## src/rtl/hist_stats.sv

```systemverilog
// Histogram frame statistics: collects one dump frame of bin counts, then reports
// peak bin, peak value, total and non-zero bin count as four handshaked bytes.
module hist_stats #(
  parameter int NUM_BINS = 32,
  parameter int COUNT_W  = 4
) (
  input  logic       clk,
  input  logic       rst_n,
  input  logic       in_valid,
  input  logic [7:0] in_data,
  input  logic       in_last,
  input  logic       out_ready,
  output logic       out_valid,
  output logic [7:0] out_data,
  output logic       out_last,
  output logic       busy,
  output logic       frame_err,
  output logic       overrun,
  input  logic       err_clr
);

  localparam int IDX_W = (NUM_BINS > 1) ? $clog2(NUM_BINS) : 1;
  localparam logic [IDX_W-1:0] LAST_IDX = IDX_W'(NUM_BINS - 1);

  typedef enum logic {COLLECT, REPORT} state_t;

  state_t               state_q,     state_d;
  logic [IDX_W-1:0]     bin_idx_q,   bin_idx_d;
  logic [8:0]           sum_q,       sum_d;
  logic [COUNT_W-1:0]   max_val_q,   max_val_d;
  logic [IDX_W-1:0]     max_idx_q,   max_idx_d;
  logic [5:0]           nz_q,        nz_d;
  logic [1:0]           ptr_q,       ptr_d;
  logic                 out_valid_q, out_valid_d;
  logic [7:0]           out_data_q,  out_data_d;
  logic                 out_last_q,  out_last_d;
  logic                 frame_err_q, frame_err_d;
  logic                 overrun_q,   overrun_d;

  logic [COUNT_W-1:0]   count;
  logic                 at_last_bin;
  logic                 unused_in;

  assign count       = in_data[COUNT_W-1:0];
  assign at_last_bin = (bin_idx_q == LAST_IDX);
  assign unused_in   = ^in_data;

  function automatic logic [7:0] report_byte(
    input logic [1:0]         sel,
    input logic [IDX_W-1:0]   midx,
    input logic [COUNT_W-1:0] mval,
    input logic [8:0]         s,
    input logic [5:0]         n
  );
    case (sel)
      2'd0:    report_byte = 8'(midx);
      2'd1:    report_byte = 8'(mval);
      2'd2:    report_byte = s[7:0];
      default: report_byte = {s[8], 1'b0, n};
    endcase
  endfunction

  always_comb begin
    state_d     = state_q;
    bin_idx_d   = bin_idx_q;
    sum_d       = sum_q;
    max_val_d   = max_val_q;
    max_idx_d   = max_idx_q;
    nz_d        = nz_q;
    ptr_d       = ptr_q;
    out_valid_d = out_valid_q;
    out_data_d  = out_data_q;
    out_last_d  = out_last_q;
    // Flag sets below override the clear, so an error coincident with err_clr sticks.
    frame_err_d = frame_err_q && !err_clr;
    overrun_d   = overrun_q && !err_clr;

    case (state_q)
      COLLECT: begin
        if (in_valid) begin
          if (in_last != at_last_bin) begin
            frame_err_d = 1'b1;
            bin_idx_d   = '0;
            sum_d       = '0;
            max_val_d   = '0;
            max_idx_d   = '0;
            nz_d        = '0;
          end else begin
            sum_d = sum_q + 9'(count);
            if (count > max_val_q) begin
              max_val_d = count;
              max_idx_d = bin_idx_q;
            end
            if (count != '0) nz_d = nz_q + 6'd1;
            if (in_last) begin
              state_d     = REPORT;
              bin_idx_d   = '0;
              ptr_d       = 2'd0;
              out_valid_d = 1'b1;
              out_last_d  = 1'b0;
              // First byte comes from the post-update stats so it is ready one clock later.
              out_data_d  = report_byte(2'd0, max_idx_d, max_val_d, sum_d, nz_d);
            end else begin
              bin_idx_d = bin_idx_q + 1'b1;
            end
          end
        end
      end
      REPORT: begin
        if (in_valid) overrun_d = 1'b1;
        if (out_valid_q && out_ready) begin
          if (ptr_q == 2'd3) begin
            state_d     = COLLECT;
            ptr_d       = 2'd0;
            out_valid_d = 1'b0;
            out_last_d  = 1'b0;
            out_data_d  = 8'd0;
            bin_idx_d   = '0;
            sum_d       = '0;
            max_val_d   = '0;
            max_idx_d   = '0;
            nz_d        = '0;
          end else begin
            ptr_d      = ptr_q + 2'd1;
            out_data_d = report_byte(ptr_d, max_idx_q, max_val_q, sum_q, nz_q);
            out_last_d = (ptr_d == 2'd3);
          end
        end
      end
      default: state_d = COLLECT;
    endcase
  end

  always_ff @(posedge clk or negedge rst_n) begin
    if (!rst_n) begin
      state_q     <= COLLECT;
      bin_idx_q   <= '0;
      sum_q       <= '0;
      max_val_q   <= '0;
      max_idx_q   <= '0;
      nz_q        <= '0;
      ptr_q       <= 2'd0;
      out_valid_q <= 1'b0;
      out_data_q  <= 8'd0;
      out_last_q  <= 1'b0;
      frame_err_q <= 1'b0;
      overrun_q   <= 1'b0;
    end else begin
      state_q     <= state_d;
      bin_idx_q   <= bin_idx_d;
      sum_q       <= sum_d;
      max_val_q   <= max_val_d;
      max_idx_q   <= max_idx_d;
      nz_q        <= nz_d;
      ptr_q       <= ptr_d;
      out_valid_q <= out_valid_d;
      out_data_q  <= out_data_d;
      out_last_q  <= out_last_d;
      frame_err_q <= frame_err_d;
      overrun_q   <= overrun_d;
    end
  end

  assign out_valid = out_valid_q;
  assign out_data  = out_data_q;
  assign out_last  = out_last_q;
  assign busy      = (state_q == REPORT);
  assign frame_err = frame_err_q;
  assign overrun   = overrun_q;

endmodule

```

## config.mk

```make
export PLATFORM = sky130hd
export DESIGN_NAME = hist_stats
export DESIGN_NICKNAME = d
export VERILOG_FILES = /design/src/rtl/hist_stats.sv
export SDC_FILE = /design/constraint.sdc
export NUM_CORES = 1
export LEC_CHECK = 0
export CORE_MARGIN = 2
export CORE_UTILIZATION = 25
export DETAILED_ROUTE_END_ITERATION = 10
export PLACE_DENSITY_LB_ADDON = 0.25
export RECOVER_POWER = 50
export SLEW_MARGIN = 20
export SYNTH_ARGS = -nofsm -noshare
export SYNTH_HDL_FRONTEND = slang
export SYNTH_SLANG_ARGS = --single-unit
```

## constraint.sdc

```tcl
create_clock -name clk -period 3.58 [get_ports clk]
set_input_delay 0.895 -clock clk [delete_from_list [all_inputs] [get_ports clk]]
set_output_delay 0.895 -clock clk [all_outputs]
set_load 0.005 [all_outputs]
```

==> results of run 1 <==
-- layer usage --
layer	track usage, %	part of all wire [%]
met1	17.42	52
met2	17.15	42
met3	2.256	4.0
met4	4.537	1.5
met5	0	0
-- cell usage after synthesis, types with 2 or more instances --
cell type and instances:
o31a_1 4, and3_1 3, nand4_4 2, a22o_1 13, inv_1 17, a21o_1 2
mux2i_1 6, o21ai_0 22, xor2_1 3, dfrtp_1 44, a222oi_1 4, nor2b_1 3
nor2_1 15, nand2_1 35, nand4_1 2, o31ai_1 5, or3_1 3, a31oi_1 6
o211ai_1 2, ha_1 18, nand3_1 5, clkbuf_1 6, a21oi_1 10
-- state kept, by name, indices dropped and copies added, names as in the netlist --
name / count
out_valid: 1
nz_q: 6
ptr_q: 2
out_data: 8
max_idx_q: 5
max_val_q: 4
out_last: 1
sum_q: 9
bin_idx_q: 5
busy: 1
overrun: 1
frame_err: 1
-- worst min-delay path, delay by kind of cell (launching register included) --
| kind | cells | cell delay [ns] |
|---|---|---|
| compound gates | 1 | 0.06 |
| flops | 1 | 0.35 |
| simple gates | 1 | 0.04 |
-- report_power, final --
group	switching, mW	internal (mW)	total, mW
Combinational	0.423	0.340	0.763
Sequential	0.151	0.614	0.765
Clock	0.177	0.154	0.331
-- final cells by class --
class,instances,area [sq um],area share [%]
clock inverters,2,10.01,0.3383
flip-flops and latches,44,1101,37.21
multi-input cells,186,1299,43.89
inverters,17,63.81,2.156
clock buffers,6,82.58,2.791
well taps,133,166.4,5.624
repair buffers,25,236.5,7.992
-- cells by family after synthesis --
kind of cell / share of synthesized area, %
fa+ha+maj: 9.771
simple gates: 15.95
compound gates: 21.79
flops: 43.87
xor+xnor: 1.396
buf+inv: 4.387
mux: 2.842
-- cell usage in the layout, fill, tap and decap left out, types with 10 or more instances in the layout --
cell	instances
o21ai_0	22
nand2_1	35
dfrtp_1	44
clkdlybuf4s50_1	17
a22o_1	13
ha_1	18
nor2_1	15
inv_1	17
a21oi_1	10
-- worst paths after layout --
check,endpoint,slack [ns]
setup / recovery,max_idx_q[2]$_DFFE_PN0P_,0.69
hold / removal,out_last$_DFFE_PN0P_,0.48
setup reg to reg,max_idx_q[2]$_DFFE_PN0P_,0.87
hold reg to reg,out_last$_DFFE_PN0P_,0.48
max in group asynchronous,max_val_q[2]$_DFFE_PN0P_,0.87
min in group asynchronous,out_data[5]$_DFFE_PN0P_,1.34
==> run summary, run 1 <==
Die Width - 104.2 um
Fin area - 2959 sq um
Yosys top cell area share - 43.87%
Hold Crit Start - out_last$_DFFE_PN0P_
RSZ-0062 raised after global routing - no
Area growth, synth to finish - 17.90%
Wire per inst - 14.60 um
DRC viols - 0
Row count - 36
Post-CTS sizing - 0
Sinks on Clock Net - 44
CP max FO - 9
First-pass GRT wire length - 10,160 um
R2R cell count - 8
RR Startpoint - bin_idx_q[0]$_DFFE_PN0P_
CTS tree - built
DRT iter0 DRCs - 105
Synthesized Nets - 289
I/O pin cnt - 27
Dpl ws - 0.4151 ns
# Max-Cap Violations - 1
GRT overflow - 0
Post-synth EDFFs - 0
Final antenna-violating net count - 0
Number of H-tree levels - 2
Failing checks - max-capacitance violations, max-slew violations
Clock skew - 0.005034 ns
Clock buffer count from CTS - 5
Port-buffer cells - 22
Crit path from - in_last
Hold Path Depth - 2
Final core occ - 30.27%
Worst path depth - 6
Pwr dens - 628.1 nW/um^2
Min-delay worst type - flop to flop
Placed cells - 405
Worst-Margin Slew - 2.438 ns
Post-Syn Area - 2510 sq um
Cell variety after synth - 49
Final slew viol count - 45
# diodes - 0
Post-CTS Setup Bufs - 0
Ys async rst share - 100.0%
Run status - finished, violations left
Yosys warns - 0
Mean number of vias per cell - 4.724
Initial Util - 25.68%
Fin crit period - 2.886 ns
Arr. time, crit path - 3.13 ns
Sequential share of the synthesized area - 43.87%
Crit path max-delay family - simple AND/OR/NAND/NOR gates
Cell Chain, Critical Path - dlygate4sd3_1 -> ha_1 -> or3b_1 -> inv_1 -> and2_1 -> a22o_1
Final hold viol count - 0
Slew headroom - -62.54%
Vias in the first global route - 1,928
Synth Register Bits - 44
Initial antenna violation count - 0
Layout cells sized above 1 - 7.143%
Largest cells by area after synthesis - dfrtp_1, ha_1, nand2_1
Crit path buf inv count - 2
Worst hold margin - 0.4806 ns
Setup CP Type - input pin to flop
Period utilization - 80.62%
Worst-path clk slew - 0.08 ns
Max incr delay on CP - 0.62 ns
Fmax - 346.5 MHz
Most common flop cell mapped by yosys - dfrtp_1
CP max stage cell - dlygate4sd3_1
Final cell count without fillers - 413
Post-DP HPWL - 4360 um
CTS root buffer - clkbuf_8
Power, Total - 1.858 mW
Post-synthesis cell count - 256
Worst EP required - 3.82 ns
Largest net degree at the start of global routing - 45
Core ar. - 9774 sq um
Die H - 104.2 um
Area after DPL - 2868 sq um
Final nets - 312
Max clock buf depth - 2
Peak VDD IR - 182.9 uV
Pleak - 1.375 nW
Vias after detailed routing - 1,951
Area leader, netlist - dfrtp_1
GRT Total Usage - 11.88%
Clk Latency, worst-skew pair - 0.30 ns
GPL Wtd Cong - 0.7891
Final WL - 6029 um
First-pass iteration count of the detailed router - 6
Worst setup EP type - flop
Fillers - 1,047
CP Launch Type - input pin
Setup ws final - 0.6939 ns
CTS Hold Bufs - 0
Setup TNS - 0 ns
Syn_area_per_cell - 9.804 sq um
Final setup fails - 0
Die area - 10,860 sq um
Power figures use the tool's default switching activity.
==> run 2: changes to the inputs <==
clock period = 2.7 ns   (was 3.58 ns; I/O delays follow)
==> run 2 against run 1 <==
Net effect:
- the flow still finishes with violations (max-capacitance violations, max-slew violations)
- combinational power increased by 42%
- critical path depth increased by 2
- sequential share of layout area down 1.4 points
- via count up 1.2%
==> run summary, run 2 (synthesis gave the netlist of run 1 again) <==
Run status - finished, violations left
Failing checks - max-capacitance violations, max-slew violations
Worst EP required - 2.93 ns (-0.89 ns)
Vias after detailed routing - 1,975 (+1.2%)
Max clock buf depth - 2 (unchanged)
Clk Latency, worst-skew pair - 0.30 ns (about the same)
Final slew viol count - 28 (-38%)
Fmax - 394.0 MHz
Fin crit period - 2.538 ns
Port-buffer cells - 22 (unchanged)
CTS tree - built
# Max-Cap Violations - 1 (unchanged)
Cell Chain, Critical Path - clkdlybuf4s50_1 -> buf_4 -> ha_1 -> nor2b_1 -> o211ai_1 -> a21oi_2 -> o21ai_1 -> a22o_1
Post-DP HPWL - 4705 um (+7.9%)
Final cell count without fillers - 427 (+3.4%)
Period utilization - 94.00%
Reg2reg end - max_idx_q[0]$_DFFE_PN0P_
Final setup fails - 0 (unchanged)
Wire per inst - 14.52 um (-0.50%)
GPL Wtd Cong - 0.8049 (+2.0%)
Final WL - 6202 um (+2.9%)
Mean number of vias per cell - 4.625 (-2.1%)
Pleak - 1.441 nW (+4.8%)
RR Startpoint - bin_idx_q[0]$_DFFE_PN0P_
Clock buffer count from CTS - 5 (unchanged)
Number of H-tree levels - 2 (unchanged)
DRT iter0 DRCs - 118 (+12%)
Worst-path clk slew - 0.08 ns (about the same)
Post-CTS Setup Bufs - 0 (unchanged)
Largest net degree at the start of global routing - 28 (-38%)
Final nets - 326 (+4.5%)
CP Launch Type - input pin
Fillers - 1,029 (-1.7%)
Max reg flops - 9 (unchanged)
R2R cell count - 8 (unchanged)
Most common cell after layout, fill and taps aside - dfrtp_1
R2r setup slk - 0.19 ns (-0.68 ns)
GRT overflow - 0 (unchanged)
CTS root buffer - clkbuf_8
Core ar. - 9774 sq um (unchanged)
RSZ-0062 raised after global routing - no
Clock skew - 0.01365 ns (+0.008612 ns)
Placed cells - 419 (+3.5%)
Vias in the first global route - 1,980 (+2.7%)
Die Width - 104.2 um (unchanged)
Row count - 36 (unchanged)
Max incr delay on CP - 0.57 ns (-0.05 ns)
CP max stage cell - o21ai_1
Initial antenna violation count - 0 (unchanged)
Hold Crit Start - out_data[5]$_DFFE_PN0P_
Setup TNS - 0 ns (unchanged)
GRT Total Usage - 12.25% (+0.38 points)
Commonest cells after routing, fill and taps aside - dfrtp_1, nand2_1, o21ai_0
Power, Total - 2.527 mW (+36%)
Arr. time, crit path - 2.77 ns (-0.36 ns)
Pwr dens - 822.8 nW/um^2 (+31%)
CP max FO - 9 (unchanged)
Die area - 10,860 sq um (unchanged)
# diodes - 0 (unchanged)
Slew headroom - -2.185% (+60 points)
Final antenna-violating net count - 0 (unchanged)
Worst setup EP type - flop
Peak VDD IR - 237.5 uV (+30%)
First-pass iteration count of the detailed router - 4 (-2)
Area growth, synth to finish - 22.38%
Setup CP Type - input pin to flop
Worst hold endpoint - out_data[5]$_DFFE_PN0P_
Die H - 104.2 um (unchanged)
I/O pin cnt - 27 (unchanged)
Biggest register - sum_q
Area after DPL - 2985 sq um (+4.1%)
Hold Path Depth - 2 (unchanged)
Layout cells sized above 1 - 10.88% (+3.7 points)
Fin area - 3072 sq um (+3.8%)
Min-delay worst type - flop to flop
Worst-Margin Slew - 1.533 ns (-0.9053 ns)
DRC viols - 0 (unchanged)
Final hold viol count - 0 (unchanged)
Initial Util - 25.68% (unchanged)
First-pass GRT wire length - 10,560 um (+3.9%)
Sinks on Clock Net - 44 (unchanged)
==> run 2: layout make-up <==
cell class / count / area [sq um] / share of cell area [%]
clock buffer: 8 / 90.09 / 2.933
inverter: 17 / 63.81 / 2.077
multi-input combinational: 186 / 1304 / 42.44
sequential: 44 / 1101 / 35.85
tap: 133 / 166.4 / 5.418
timing repair buffer: 39 / 346.6 / 11.28
==> run 2: worst max-delay path by stage <==
stage                                   startpoint                        to  cells after the start
final                                   in_data[1]  max_idx_q[0]$_DFFE_PN0P_                      8
after global routing                    in_data[0]      sum_q[8]$_DFFE_PN0P_                      9
after CTS                               in_data[1]  max_idx_q[0]$_DFFE_PN0P_                      8
after detailed placement                in_data[1]  max_idx_q[3]$_DFFE_PN0P_                      8
after global placement                  in_data[0]      sum_q[8]$_DFFE_PN0P_                      9
after floorplan           bin_idx_q[0]$_DFFE_PN0P_  bin_idx_q[3]$_DFFE_PN0P_                     10
==> run 2: through the flow <==
step | utilization [%] | hold WS [ns] | setup WS (ns)
after floorplan | - | 0.3794 | 0.3583
after global placement | 30.54 | 0.4635 | -0.08215
after detailed placement | 30.54 | 0.4686 | -0.1336
after CTS | 31.46 | 0.4133 | 0.1760
after global routing | 31.43 | 0.5180 | 0.007265
final | 31.43 | 0.4774 | 0.1621
==> run 2: power breakdown <==
part / switching, mW / total, mW / internal [mW]
Combinational: 0.582 / 1.08 / 0.497
Sequential: 0.204 / 1.02 / 0.814
Clock: 0.221 / 0.430 / 0.209
Total: 1.01 / 2.53 / 1.52
==> run 2: critical path, delay by kind of cell <==
family          cells  cell delay [ns]
buf+inv             2             0.55
simple gates        1             0.14
compound gates      4             1.11
fa+ha+maj           1             0.29
==> run 2: metal layers <==
metal	share of wire (%)	routed length, um	global-route usage [%]	vias to the layer above
met1	50	3107	18.50	926
met2	43	2668	17.11	35
met3	5.7	353	2.945	5
met5	0	0	0	-
met4	1.2	72	3.668	0
li1	-	-	-	1009
==> run 2: repair_timing <==
action	CTS	global route
setup endpoints to repair	0	1
hold buffers	0	0
gates resized for setup	0	2
